--- config.mk ---
export PLATFORM = sky130hd
export DESIGN_NAME = ntcrack_host_driver
export DESIGN_NICKNAME = d
export VERILOG_FILES = /design/src/rtl/ntcrack_host_driver.sv
export SDC_FILE = /design/constraint.sdc
export NUM_CORES = 1
export LEC_CHECK = 0
export CORE_AREA = 10 10 105 145
export CTS_CLUSTER_SIZE = 28
export DETAILED_ROUTE_END_ITERATION = 10
export DIE_AREA = 0 0 115 155
export GPL_TIMING_DRIVEN = 1
export PLACE_DENSITY = 0.44
export SYNTH_ARGS = -nofsm -noshare
export SYNTH_HDL_FRONTEND = slang
export SYNTH_SLANG_ARGS = --single-unit
export TNS_END_PERCENT = 1
--- constraint.sdc ---
create_clock -name clk -period 4.31 [get_ports clk]
set_clock_uncertainty 0.15 [all_clocks]
set_input_delay 0.862 -clock clk [delete_from_list [all_inputs] [get_ports clk]]
set_output_delay 0.862 -clock clk [all_outputs]
set_load 0.02 [all_outputs]
--- src/rtl/ntcrack_host_driver.sv ---
// ntcrack_host_driver: takes a framed hash list from the host, loads it into
// the cracker one byte per cracker handshake, starts the search, then returns
// a framed result (0x00 = exhausted, 0x01 + length + password chars = match,
// 0xEE = bad hash count) to the host.
module ntcrack_host_driver #(
  parameter int NUM_HASHES = 128,
  parameter int HASH_BYTES = 16,
  parameter int MAX_PW_LEN = 20
) (
  input  logic       clk,
  input  logic       reset_n,
  input  logic [7:0] in_byte,
  input  logic       in_valid,
  output logic       in_ready,
  output logic [7:0] out_byte,
  output logic       out_valid,
  input  logic       out_ready,
  output logic [7:0] new_hash_byte,
  output logic       store_hash_byte,
  output logic       go,
  input  logic       your_turn,
  input  logic       match_found,
  input  logic [7:0] password_byte
);

  localparam int CNT_W = 12;
  localparam logic [8:0]       MAX_N      = 9'(NUM_HASHES);
  localparam logic [CNT_W-1:0] BYTES_PER  = CNT_W'(HASH_BYTES);
  localparam logic [7:0]       MAX_LEN    = 8'(MAX_PW_LEN);

  typedef enum logic [2:0] {
    S_IDLE,
    S_LOAD,
    S_START,
    S_RUN,
    S_PWLEN,
    S_PWCHAR,
    S_ERR
  } state_t;

  state_t           state;
  logic             wait_low;     // strobe issued, waiting for your_turn to drop
  logic             armed;        // low only in the cycle right after reset
  logic             adv_pending;  // a go advance is owed once the out byte is gone
  logic [CNT_W-1:0] byte_cnt;
  logic [CNT_W-1:0] byte_total;
  logic [7:0]       pw_len;

  logic             turn_ok;
  logic             accept;
  logic [CNT_W-1:0] cnt_next;
  logic [7:0]       len_clamped;

  // Cracker handshake window and host-side acceptance
  assign turn_ok     = your_turn && !wait_low;
  assign in_ready    = armed && !out_valid &&
                       ((state == S_IDLE) || ((state == S_LOAD) && turn_ok));
  assign accept      = in_valid && in_ready;
  assign cnt_next    = byte_cnt + 1'b1;
  assign len_clamped = (password_byte > MAX_LEN) ? MAX_LEN : password_byte;

  // Main control FSM with registered strobes and host response
  always_ff @(posedge clk) begin
    if (!reset_n) begin
      state           <= S_IDLE;
      wait_low        <= 1'b0;
      armed           <= 1'b0;
      adv_pending     <= 1'b0;
      byte_cnt        <= '0;
      byte_total      <= '0;
      pw_len          <= '0;
      out_byte        <= 8'h00;
      out_valid       <= 1'b0;
      new_hash_byte   <= 8'h00;
      store_hash_byte <= 1'b0;
      go              <= 1'b0;
    end else begin
      // NOTE: strobes default low every cycle so any set below lasts exactly
      // one clock; all state uses non-blocking assignments so every branch
      // sees the pre-edge values.
      store_hash_byte <= 1'b0;
      go              <= 1'b0;
      armed           <= 1'b1;
      if (!your_turn) wait_low <= 1'b0;

      if (out_valid) begin
        // Stall until the host consumes the byte; advance right away if owed.
        if (out_ready) begin
          out_valid <= 1'b0;
          if (adv_pending && turn_ok) begin
            go          <= 1'b1;
            wait_low    <= 1'b1;
            adv_pending <= 1'b0;
          end
        end
      end else if (adv_pending) begin
        if (turn_ok) begin
          go          <= 1'b1;
          wait_low    <= 1'b1;
          adv_pending <= 1'b0;
        end
      end else begin
        case (state)
          S_IDLE: begin
            if (accept) begin
              if (in_byte == 8'h00 || {1'b0, in_byte} > MAX_N) begin
                state <= S_ERR;
              end else begin
                byte_total <= CNT_W'(in_byte) * BYTES_PER;
                byte_cnt   <= '0;
                state      <= S_LOAD;
              end
            end
          end
          S_LOAD: begin
            if (accept) begin
              new_hash_byte   <= in_byte;
              store_hash_byte <= 1'b1;
              wait_low        <= 1'b1;
              byte_cnt        <= cnt_next;
              if (cnt_next == byte_total) state <= S_START;
            end
          end
          S_START: begin
            if (turn_ok) begin
              go       <= 1'b1;
              wait_low <= 1'b1;
              state    <= S_RUN;
            end
          end
          S_RUN: begin
            if (turn_ok) begin
              out_valid <= 1'b1;
              if (match_found) begin
                out_byte <= 8'h01;
                state    <= S_PWLEN;
              end else begin
                out_byte <= 8'h00;
                state    <= S_IDLE;
              end
            end
          end
          S_PWLEN: begin
            pw_len    <= len_clamped;
            out_byte  <= len_clamped;
            out_valid <= 1'b1;
            if (len_clamped == 8'h00) begin
              state <= S_IDLE;
            end else begin
              adv_pending <= 1'b1;
              state       <= S_PWCHAR;
            end
          end
          S_PWCHAR: begin
            if (turn_ok) begin
              out_byte  <= password_byte;
              out_valid <= 1'b1;
              pw_len    <= pw_len - 1'b1;
              if (pw_len == 8'h01) state <= S_IDLE;
              else                 adv_pending <= 1'b1;
            end
          end
          S_ERR: begin
            out_byte  <= 8'hEE;
            out_valid <= 1'b1;
            state     <= S_IDLE;
          end
          default: state <= S_IDLE;
        endcase
      end
    end
  end

endmodule

==> qor_table.md, run 1 <==
| Parameter | This run | Unit |
|---|---|---|
| H-tree levels | 2 | - |
| Number of nets with antenna violations after detailed routing | 0 | - |
| DRT Pass-1 Iters | 4 | - |
| Cell count after placement | 555 | - |
| Pin count of the biggest net entering global routing | 54 | - |
| Initial antenna violation count | 0 | - |
| Worst rel slew slack | 41.9 | % |
| Number of flops mapped to enable cells by yosys | 0 | - |
| Cell with the largest stage delay on the worst path | clkdlybuf4s50_1 | - |
| Number of warnings reported in the yosys synthesis log | 0 | - |
| Vias in the first global route | 2630 | - |
| Detailed-placement wirelength estimate | 6.29 | mm |
| Count of pins over their slew limit | 0 | - |
| Final critical-path share of the clock period | 88.0 | % |
| Tightest hold margin | 0.302 | ns |
| Mapped cell area | 3070 | µm² |
| Busiest layer in global routing | met2 | - |
| WL final | 8.70 | mm |
| Clock sinks | 53 | - |
| Delay of the slowest critical-path stage | 0.71 | ns |
| WL per Instance | 15.5 | µm |
| Endpoint of the worst-slack reg-to-reg timing path | byte_cnt[10] | - |
| Number of buffers added for setup after CTS | 0 | - |
| Required time at the endpoint of the critical path | 3.30 | ns |
| Crit-path max FO | 9 | - |
| Slew @ Worst Pin | 0.871 | ns |
| Met1 Use GR | 11.4 | % |
| GP Congestion | 0.789 | - |
| Number of hold-slack violations in the final timing report | 0 | - |
| Top cells by area, synth | dfxtp_1 (35%), nand2_1 (5.3%), nor2_1 (3.7%) | - |
| Final Core Density | 29.4 | % |
| Root cell of the clock tree | clkbuf_16 | - |
| Async set-or-reset flop fraction in the synthesized netlist | 0 | % |
| Path category of the worst min-delay check | reg2reg | - |
| Floorplan die width | 115 | µm |
| Antenna fix cells | 0 | - |
| Via count normalized by instance count | 4.99 | - |
| Depth of the worst register-to-register path | 5 | - |
| Worst setup SP type | input port | - |
| Share of final-layout standard cells stronger than drive strength 1 | 5.12 | % |
| Worst reg-to-reg setup slack | 1.52 | ns |
| Setup repair after global routing missed its margin | false | - |
| Total Power Consumption | 1.59 | mW |
| Hold-fix buffers at CTS | 0 | - |
| Power Density | 427 | nW/µm² |
| Average cell area after synthesis | 8.07 | µm² |
| # nets final | 434 | - |
| Clk_lat worst skew | 0.30 | ns |
| Fin Setup TNS | 0 | ns |
| Max-cap viol count | 0 | - |
| Arrival time of the worst setup path | 2.78 | ns |
| Min cycle time layout | 3.79 | ns |
| Proportion of synthesized chip area in sequential cells | 34.5 | % |
| Number of register bits inferred by synthesis | 53 | - |
| Most common library cells after synthesis | dfxtp_1 (53), nand2_1 (43), nor2_1 (30), o21ai_0 (22), a21oi_1 (20) | - |
| End of the critical path | in_ready | - |
| Number of design rule violations left after detail routing | 0 | - |
| Number of port buffers | 41 | - |
| Total gr overflow | 0 | - |
| Most frequent cell on the critical path | clkdlybuf4s50_1 | - |
| Routed via count | 2810 | - |
| Status | complete, no violations | - |
| Clk slew on worst S/H paths | 0.07 | ns |
| Site Rows | 49 | - |
| Most used flip-flop cell after synthesis | dfxtp_1 | - |
| First-pass GRT wire length | 13.8 | mm |
| Number of distinct library cell variants in the gate-level netlist after synthesis | 62 | - |
| Most area-hungry cell type in the Yosys netlist | dfxtp_1 | - |
| Non-filler cells, final | 563 | - |
| Overall track demand over capacity in global routing | 9.41 | % |
| Die Height | 155 | µm |
| Met3 Usage GRT | 1.92 | % |
| Timing startpoint of the critical path | your_turn | - |
| Max rail drop VDD | 0.000180 | V |
| Crit end category | primary output | - |
| Most frequent cell after synthesis | dfxtp_1 | - |
| TritonCTS clock tree | yes | - |
| Reg-to-reg startpoint | state[0] | - |
| Leakage component of the power | 1.19 | nW |
| Die area | 17800 | µm² |
| CP cell instances | clkdlybuf4s50_1 > nand2b_4 > a2111oi_4 > clkdlybuf4s50_1 | - |
| Synthesized instance count | 381 | - |
| Post-synthesis net count | 406 | - |
| Critical path class | in2out | - |
| Std-Cell Core Area | 12600 | µm² |
| Area grow syn2layout | 21.0 | % |
| Number of CTS-inserted buffers | 5 | - |
| Initial core utilization | 24.3 | % |
| Initial DRC count | 86 | - |
| Final setup vio count | 0 | - |
| Maximum buffer depth of the clock tree | 2 | - |
| Met2 track demand over resource | 16.5 | % |
| Cts repair resizes | 0 | - |
| Portion of synthesized cell area occupied by the leading cell type | 34.5 | % |
| I/O pin cnt | 42 | - |
| Fmax | 264 | MHz |
[flip-flops by register name, indices dropped and copies added, names as in the netlist]
signal,cells
adv_pending,1
byte_cnt,12
store_hash_byte,1
pw_len,8
go,1
wait_low,1
out_valid,1
out_byte,8
armed,1
byte_total,8
state,3
new_hash_byte,8
[worst min path at each step]
stage / from / end / cells past startpoint
after detailed placement: new_hash_byte[3] / new_hash_byte[3] / 2
after global placement: new_hash_byte[5] / new_hash_byte[5] / 2
after CTS: new_hash_byte[3] / new_hash_byte[3] / 2
final: new_hash_byte[6] / new_hash_byte[6] / 2
after global routing: new_hash_byte[3] / new_hash_byte[3] / 2
after floorplan: byte_cnt[11] / byte_cnt[11] / 1
[power breakdown]
part,internal (mW),switching [mW]
clock,0.217,0.199
combinational,0.225,0.303
sequential,0.545,0.0970
total,0.987,0.599
[critical path: cells and delay by family]
family	cells	cell delay, ns
AOI/OAI and AO/OA	1	0.53
buffers and inverters	2	1.26
and+or+nand+nor	1	0.13
[logic make-up (layout without fill, tap and decap cells)]
kind of cell / count (synthesis) / after routing / synth area share (%)
DFF: 53 / 53 / 34.5
muxes: 8 / 8 / 2.61
adders and majority gates: 3 / 3 / 1.22
and+or+nand+nor: 170 / 170 / 30.0
xor gates and xnor gates: 15 / 15 / 4.28
AOI/OAI and AO/OA: 106 / 106 / 23.4
buffers and inverters: 26 / 55 / 3.91
[routing by layer]
layer | vias up | part of all wire, %
li1 | 1433 | -
met3 | 4 | 4.7
met1 | 1308 | 43
met5 | - | 0
met4 | 0 | 0.74
met2 | 65 | 51
[through the flow]
stage	setup slack (ns)	cell area (µm²)
after floorplan	1.57	3070
after global placement	0.532	3570
after detailed placement	0.530	3570
after CTS	0.512	3720
after global routing	0.452	3720
final	0.517	3720
[placed cells by master, fill, tap and decap left out, types with 2 or more instances in the layout]
| master | Yosys | layout |
|---|---|---|
| or4_1 | 3 | 3 |
| clkdlybuf4s50_1 | 0 | 40 |
| nand2b_1 | 6 | 6 |
| or3_1 | 6 | 6 |
| a21boi_1 | 13 | 13 |
| xnor2_1 | 10 | 10 |
| o31ai_1 | 3 | 3 |
| nor2_1 | 30 | 30 |
| a31oi_1 | 7 | 7 |
| nor4_1 | 6 | 6 |
| and2_1 | 11 | 11 |
| nand2_1 | 43 | 43 |
| nand4b_1 | 4 | 4 |
| and3_1 | 2 | 2 |
| o21a_1 | 4 | 4 |
| inv_1 | 5 | 5 |
| clkbuf_16 | 0 | 5 |
| nand3b_1 | 2 | 2 |
| xor2_1 | 5 | 5 |
| dfxtp_1 | 53 | 53 |
| nand3_1 | 15 | 15 |
| o211ai_1 | 5 | 5 |
| nor3_1 | 7 | 7 |
| nor3b_1 | 5 | 5 |
| mux2i_1 | 8 | 8 |
| nor2b_1 | 15 | 15 |
| ha_1 | 3 | 3 |
| a21boi_0 | 6 | 6 |
| o21ai_0 | 22 | 22 |
| a22oi_1 | 2 | 2 |
| o21ai_1 | 8 | 8 |
| nand4_1 | 4 | 4 |
| o2111ai_1 | 2 | 2 |
| a21oi_1 | 20 | 20 |
[cell type report]
type                            count  area, µm²
Timing Repair Buffer               41        405
Inverter                            6       22.5
Multi-Input combinational cell    302       1890
Tap cell                          153        191
Clock inverter                      3       21.3
Sequential cell                    53       1060
Clock buffer                        5        125
Fill cell                        1388       8910
No activity file was read; power rests on OpenSTA's default activity.
==> inputs of run 2 (changes only) <==
--- a/config.mk
+++ b/config.mk
@@ -6,11 +6,13 @@
 export NUM_CORES = 1
 export LEC_CHECK = 0
 export CORE_AREA = 10 10 105 145
+export CTS_CLUSTER_DIAMETER = 60
 export CTS_CLUSTER_SIZE = 28
 export DETAILED_ROUTE_END_ITERATION = 10
 export DIE_AREA = 0 0 115 155
 export GPL_TIMING_DRIVEN = 1
 export PLACE_DENSITY = 0.44
+export SKIP_CTS_REPAIR_TIMING = 1
 export SYNTH_ARGS = -nofsm -noshare
 export SYNTH_HDL_FRONTEND = slang
 export SYNTH_SLANG_ARGS = --single-unit
==> results of run 2 <==
Same layout as run 1: the final DEF is identical, and so are final timing and power.
